--- config.mk ---
export PLATFORM = sky130hd
export DESIGN_NAME = rx_mod
export DESIGN_NICKNAME = d
export VERILOG_FILES = /design/src/rtl/rx_mod.sv
export SDC_FILE = /design/constraint.sdc
export NUM_CORES = 1
export LEC_CHECK = 0
export CAP_MARGIN = 0
export CELL_PAD_IN_SITES_DETAIL_PLACEMENT = 0
export CELL_PAD_IN_SITES_GLOBAL_PLACEMENT = 1
export CORE_ASPECT_RATIO = 0.75
export CORE_UTILIZATION = 44
export CTS_CLUSTER_SIZE = 28
export DETAILED_ROUTE_END_ITERATION = 10
export PLACE_DENSITY = 0.88
export SLEW_MARGIN = 0
export SYNTH_ARGS = -nofsm -noshare
export SYNTH_HDL_FRONTEND = slang
export SYNTH_SLANG_ARGS = --single-unit
--- constraint.sdc ---
create_clock -name clk -period 4.11 [get_ports clk]
set_input_delay 0.6165 -clock clk [delete_from_list [all_inputs] [get_ports clk]]
set_output_delay 0.6165 -clock clk [all_outputs]
set_load 0.05 [all_outputs]
--- src/rtl/rx_mod.sv ---
// UART receiver: 2-flop synchronizer, tick-driven START/DATA/STOP FSM,
// holding register with valid/acknowledge handshake, frame-error pulse
// and sticky overrun flag.
//
// Handshake: rx_vld is a level meaning "dout holds an unread byte". The
// consumer takes the byte by asserting rx_ack on any edge where rx_vld is 1;
// rx_vld (and overrun) drop on the following cycle. rx_ack while rx_vld is 0
// is ignored. A new byte landing on the same edge as rx_ack is kept valid.
`timescale 1ns/1ps
module rx_mod #(
    parameter int OVERSAMPLE = 16,
    parameter int DATA_BITS  = 8
) (
    input  logic                 clk,
    input  logic                 rst,
    input  logic                 s_tick,
    input  logic                 rxd,
    input  logic                 rx_ack,
    output logic [DATA_BITS-1:0] dout,
    output logic                 rx_vld,
    output logic                 frame_err,
    output logic                 overrun,
    output logic                 busy
);

    localparam int CW = $clog2(OVERSAMPLE);
    localparam int BW = $clog2(DATA_BITS + 1);

    localparam logic [CW-1:0] MID_START = CW'(OVERSAMPLE / 2 - 1);
    localparam logic [CW-1:0] FULL_BIT  = CW'(OVERSAMPLE - 1);
    localparam logic [BW-1:0] LAST_BIT  = BW'(DATA_BITS - 1);

    typedef enum logic [1:0] {
        S_IDLE  = 2'd0,
        S_START = 2'd1,
        S_DATA  = 2'd2,
        S_STOP  = 2'd3
    } state_t;

    // FSM state; kept as a named enum so checkers can bind to it directly.
    state_t                 r_state;
    state_t                 w_state_nxt;
    logic [CW-1:0]          r_cnt;
    logic [CW-1:0]          w_cnt_nxt;
    logic [BW-1:0]          r_bit;
    logic [BW-1:0]          w_bit_nxt;
    logic [DATA_BITS-1:0]   r_shift;
    logic [DATA_BITS-1:0]   w_shift_nxt;
    logic                   r_sync1;
    logic                   r_sync2;
    logic                   w_rs;
    logic                   w_stop_ok;
    logic                   w_stop_bad;

    assign w_rs = r_sync2;

    // Two-flop synchronizer for the asynchronous line; resets to idle level.
    always_ff @(posedge clk) begin
        if (!rst) begin
            r_sync1 <= 1'b1;
            r_sync2 <= 1'b1;
        end else begin
            r_sync1 <= rxd;
            r_sync2 <= r_sync1;
        end
    end

    // State register together with the counters and shift register it owns.
    always_ff @(posedge clk) begin
        if (!rst) begin
            r_state <= S_IDLE;
            r_cnt   <= '0;
            r_bit   <= '0;
            r_shift <= '0;
        end else begin
            r_state <= w_state_nxt;
            r_cnt   <= w_cnt_nxt;
            r_bit   <= w_bit_nxt;
            r_shift <= w_shift_nxt;
        end
    end

    // Next-state logic; everything holds unless this edge carries a tick.
    always_comb begin
        w_state_nxt = r_state;
        w_cnt_nxt   = r_cnt;
        w_bit_nxt   = r_bit;
        w_shift_nxt = r_shift;
        if (s_tick) begin
            case (r_state)
                S_IDLE: begin
                    if (!w_rs) begin
                        w_state_nxt = S_START;
                        w_cnt_nxt   = '0;
                    end
                end
                S_START: begin
                    if (r_cnt == MID_START) begin
                        w_cnt_nxt = '0;
                        w_bit_nxt = '0;
                        // A line that is high again mid start bit was noise.
                        w_state_nxt = w_rs ? S_IDLE : S_DATA;
                    end else begin
                        w_cnt_nxt = r_cnt + 1'b1;
                    end
                end
                S_DATA: begin
                    if (r_cnt == FULL_BIT) begin
                        w_cnt_nxt   = '0;
                        w_bit_nxt   = r_bit + 1'b1;
                        w_shift_nxt = {w_rs, r_shift[DATA_BITS-1:1]};
                        if (r_bit == LAST_BIT) begin
                            w_state_nxt = S_STOP;
                        end
                    end else begin
                        w_cnt_nxt = r_cnt + 1'b1;
                    end
                end
                S_STOP: begin
                    if (r_cnt == FULL_BIT) begin
                        w_cnt_nxt   = '0;
                        w_state_nxt = S_IDLE;
                    end else begin
                        w_cnt_nxt = r_cnt + 1'b1;
                    end
                end
                default: begin
                    w_state_nxt = S_IDLE;
                    w_cnt_nxt   = '0;
                end
            endcase
        end
    end

    // Output decode: stop-bit verdict on the mid-stop tick, busy from state.
    always_comb begin
        w_stop_ok  = 1'b0;
        w_stop_bad = 1'b0;
        busy       = (r_state != S_IDLE);
        if (s_tick && (r_state == S_STOP) && (r_cnt == FULL_BIT)) begin
            w_stop_ok  = w_rs;
            w_stop_bad = !w_rs;
        end
    end

    // Holding register, handshake and error flags.
    always_ff @(posedge clk) begin
        if (!rst) begin
            dout      <= '0;
            rx_vld    <= 1'b0;
            frame_err <= 1'b0;
            overrun   <= 1'b0;
        end else begin
            frame_err <= w_stop_bad;
            if (w_stop_ok) begin
                dout   <= r_shift;
                rx_vld <= 1'b1;
                if (rx_vld && !rx_ack) begin
                    overrun <= 1'b1;
                end else if (rx_vld && rx_ack) begin
                    overrun <= 1'b0;
                end
            end else if (rx_vld && rx_ack) begin
                rx_vld  <= 1'b0;
                overrun <= 1'b0;
            end
        end
    end

endmodule

==> flow_summary_export.csv <==
group,metric,value,unit
outcome,status,"complete, no violations",
clocking,htree_levels,2,
critical_path,cp-end-kind,"register",
sta,holdWs,406,ps
power_and_ir_drop,power_density,395,mW/mm^2
hold_path,hold_depth,1,
drt,drcViolationCount,0,
grt,antenna_found_initial,0,
floorplan,die_area,0.00327,sq mm
drt,post_drt_wl_per_cell,13.3,um
final_layout,drive_above_1_share,12.4,%
critical_path,cp.depth,5,
floorplan,std_cell_rows,16,
grt,grt_pass1_wl,4.29,mm
sta,maxSlewViolCount,0,
synthesis,yosysWarnings,0,
synthesis,ys_seq_area_share,46.4,%
critical_path,max_stage_delay,500,ps
critical_path,r2r_cells,5,
clocking,clock-root-buffer,"clkbuf_8",
clocking,hold_buffers,0,
critical_path,worstPathRequired,4290,ps
hold_path,hold_end,"r_sync2",
sta,fin_crit,2420,ps
clocking,post-cts-setup-buffer-count,0,
critical_path,path_cells,"clkdlybuf4s50_1, buf_4, clkinv_1, or3_1, o41ai_1",
sta,setup_tns,0,ps
floorplan,die_x,65.7,um
critical_path,crit_type,"in2reg",
placement,placed_area,0.00151,sq mm
final_layout,seqCellArea,621,sq um
clocking,cts_made_buffers,5,
grt,overflow,0,
hold_path,hp-class,"reg2reg",
critical_path,worst-path-buf-inv,3,
final_layout,syn_to_final_growth,21.5,%
clocking,clkTransAtPathRegs,60,ps
grt,grt_pass1_vias,955,
drt,drtIter0Drc,51,
sta,setup_viol,0,
critical_path,timing.rr.start,"r_cnt[0]",
clocking,cts_resized,0,
sta,tightest_slew,779,ps
floorplan,ios,17,
synthesis,ys_ff_latch,31,
final_layout,fillers,231,
placement,place.gp.congestion,0.750,
synthesis,yosysMostFrequentCell,"dfxtp_1",
drt,routed_wl,2.63,mm
synthesis,synth_area_leaders,"dfxtp_1 (46%), mux2i_1 (7.5%), nand3_1 (4.1%), nand2_1 (3.9%), nor2_1 (3.9%)",
floorplan,die_h,49.8,um
synthesis,yosys-top-cells-count,"dfxtp_1 (31), nand2_1 (14), nor2_1 (14)",
critical_path,rrSetupSlack,2100,ps
clocking,clock_sinks,31,
critical_path,critPathMaxFanout,27,
synthesis,yosys.area.top_type,"dfxtp_1",
sta,fin_crit_sh,59.0,%
clocking,cts_tree,"yes",
power_and_ir_drop,leakagePower,0.540,nW
critical_path,cp_top_family,"buffers and inverters",
hold_path,hold_path_startpoint,"r_sync1",
grt,grtUsageTotal,18.2,%
synthesis,yosysTopAreaCellShare,46.4,%
critical_path,slowest_stage,"clkinv_1",
final_layout,stdcell_area,0.00163,sq mm
sta,max_freq,413,MHz
sta,max_slew_margin,47.6,%
synthesis,synthFlopType,"dfxtp_1",
clocking,clockBufferDepth,2,
final_layout,multi_input_area,659,sq um
synthesis,synthCells,144,
placement,dp_hpwl,1.73,mm
grt,grt_max_degree,28,
synthesis,syn_avg_cell_area,9.29,sq um
critical_path,arrival,2600,ps
final_layout,num_antenna_cells,0,
drt,via_per_inst,5.48,
critical_path,startpoint_type,"primary input",
synthesis,syn_area,0.00134,sq mm
drt,drtAntennaViolNets,0,
sta,rsz0062_at_grt,"no",
synthesis,async_flop_share,0,%
synthesis,synth.distinct_cells,42,
sta,final_hold_viol_count,0,
synthesis,synth_edf_count,0,
drt,drt_first_pass_iters,4,
placement,io_buffer_count,16,
final_layout,nNetsFinal,167,
drt,num_vias,1080,
run,maxCapViolations,0,
sta,finClkSkew,6.33,ps
synthesis,synth_fp_nets,151,
floorplan,start_util,48.8,%
power_and_ir_drop,peakVddDrop,0.313,mV
clocking,clk_latency,280,ps
floorplan,core,0.00274,sq mm
[cell type report]
class	instances	share of cell area (%)
Multi-Input combinational cell	101	40.6
Sequential cell	31	38.2
Timing Repair Buffer	17	10.3
Clock buffer	6	5.08
Tap cell	36	2.77
Clock inverter	2	2.16
Inverter	4	0.924
[power by group]
| group | internal (mW) | total (mW) | switching [mW] |
|---|---|---|---|
| logic | 0.00936 | 0.0267 | 0.0173 |
| clock network | 0.196 | 0.311 | 0.115 |
| registers | 0.302 | 0.305 | 0.00246 |
[cells by family (layout without fill, tap and decap cells)]
group / Yosys count / in the layout / synth area share, %
adders and majority gates: 2 / 2 / 1.87
muxes: 10 / 10 / 7.48
AOI/OAI and AO/OA: 28 / 28 / 15.4
and+or+nand+nor: 59 / 59 / 23.2
xor gates and xnor gates: 2 / 2 / 1.31
DFF: 31 / 31 / 46.4
buffers and inverters: 12 / 29 / 4.30
[per-stage QoR]
stage / cells / power (mW) / setup WS, ps / utilization, %
after global routing: 197 / 0.662 / 1470 / 59.3
final: 197 / 0.642 / 1690 / 59.3
after detailed placement: 189 / 0.338 / 1420 / 55.0
after global placement: 189 / 0.337 / 1530 / 55.0
after floorplan: 144 / 0.329 / 2490 / -
after CTS: 197 / 0.646 / 1700 / 59.3
[state kept, by name, summed over array words and instances, names as in the netlist, named ones only]
name,flops
r_bit,4
r_state,1
frame_err,1
rx_vld,1
r_cnt,4
dout,8
r_shift,8
r_sync1,1
r_sync2,1
[cell usage in the layout (no fill, tap or decap), types with 2 or more instances in the layout]
cell type        count
nor2b_1              2
or3_1                2
nand2b_1             2
xnor2_1              2
clkbuf_8             6
nor2_1              14
nand2_1             14
ha_1                 2
nand4_1              3
nand3_1             11
o21ai_0              8
dfxtp_1             31
mux2i_1             10
a21oi_1              4
a211oi_2             2
or2_2                2
o211ai_1             2
clkdlybuf4s50_1     16
inv_1                3
[per-layer routing]
layer	routed length, um	global-route usage [%]	vias up
met5	0	0	-
met4	52	12.3	0
met3	96	5.79	5
met2	1110	24.8	19
met1	1370	24.0	511
li1	-	-	545
[worst register-to-register path, delay by kind of cell, from the launching register on]
kind	cells	cell delay [ps]
AO/OA/AOI/OAI	2	330
adder cells (fa/ha/maj)	1	300
AND/OR/NAND/NOR	2	920
flip-flops	1	380
[how the worst max path moves through the flow]
stage	from	to	slack, ps
6_report	rst	register	1690
5_1_grt	rst	register	1470
4_1_cts	register	busy	1700
3_5_place_dp	rst	r_cnt[3]	1420
3_3_place_gp	rst	r_cnt[3]	1530
2_1_floorplan	rst	r_cnt[3]	2490
Power figures use the tool's default switching activity.
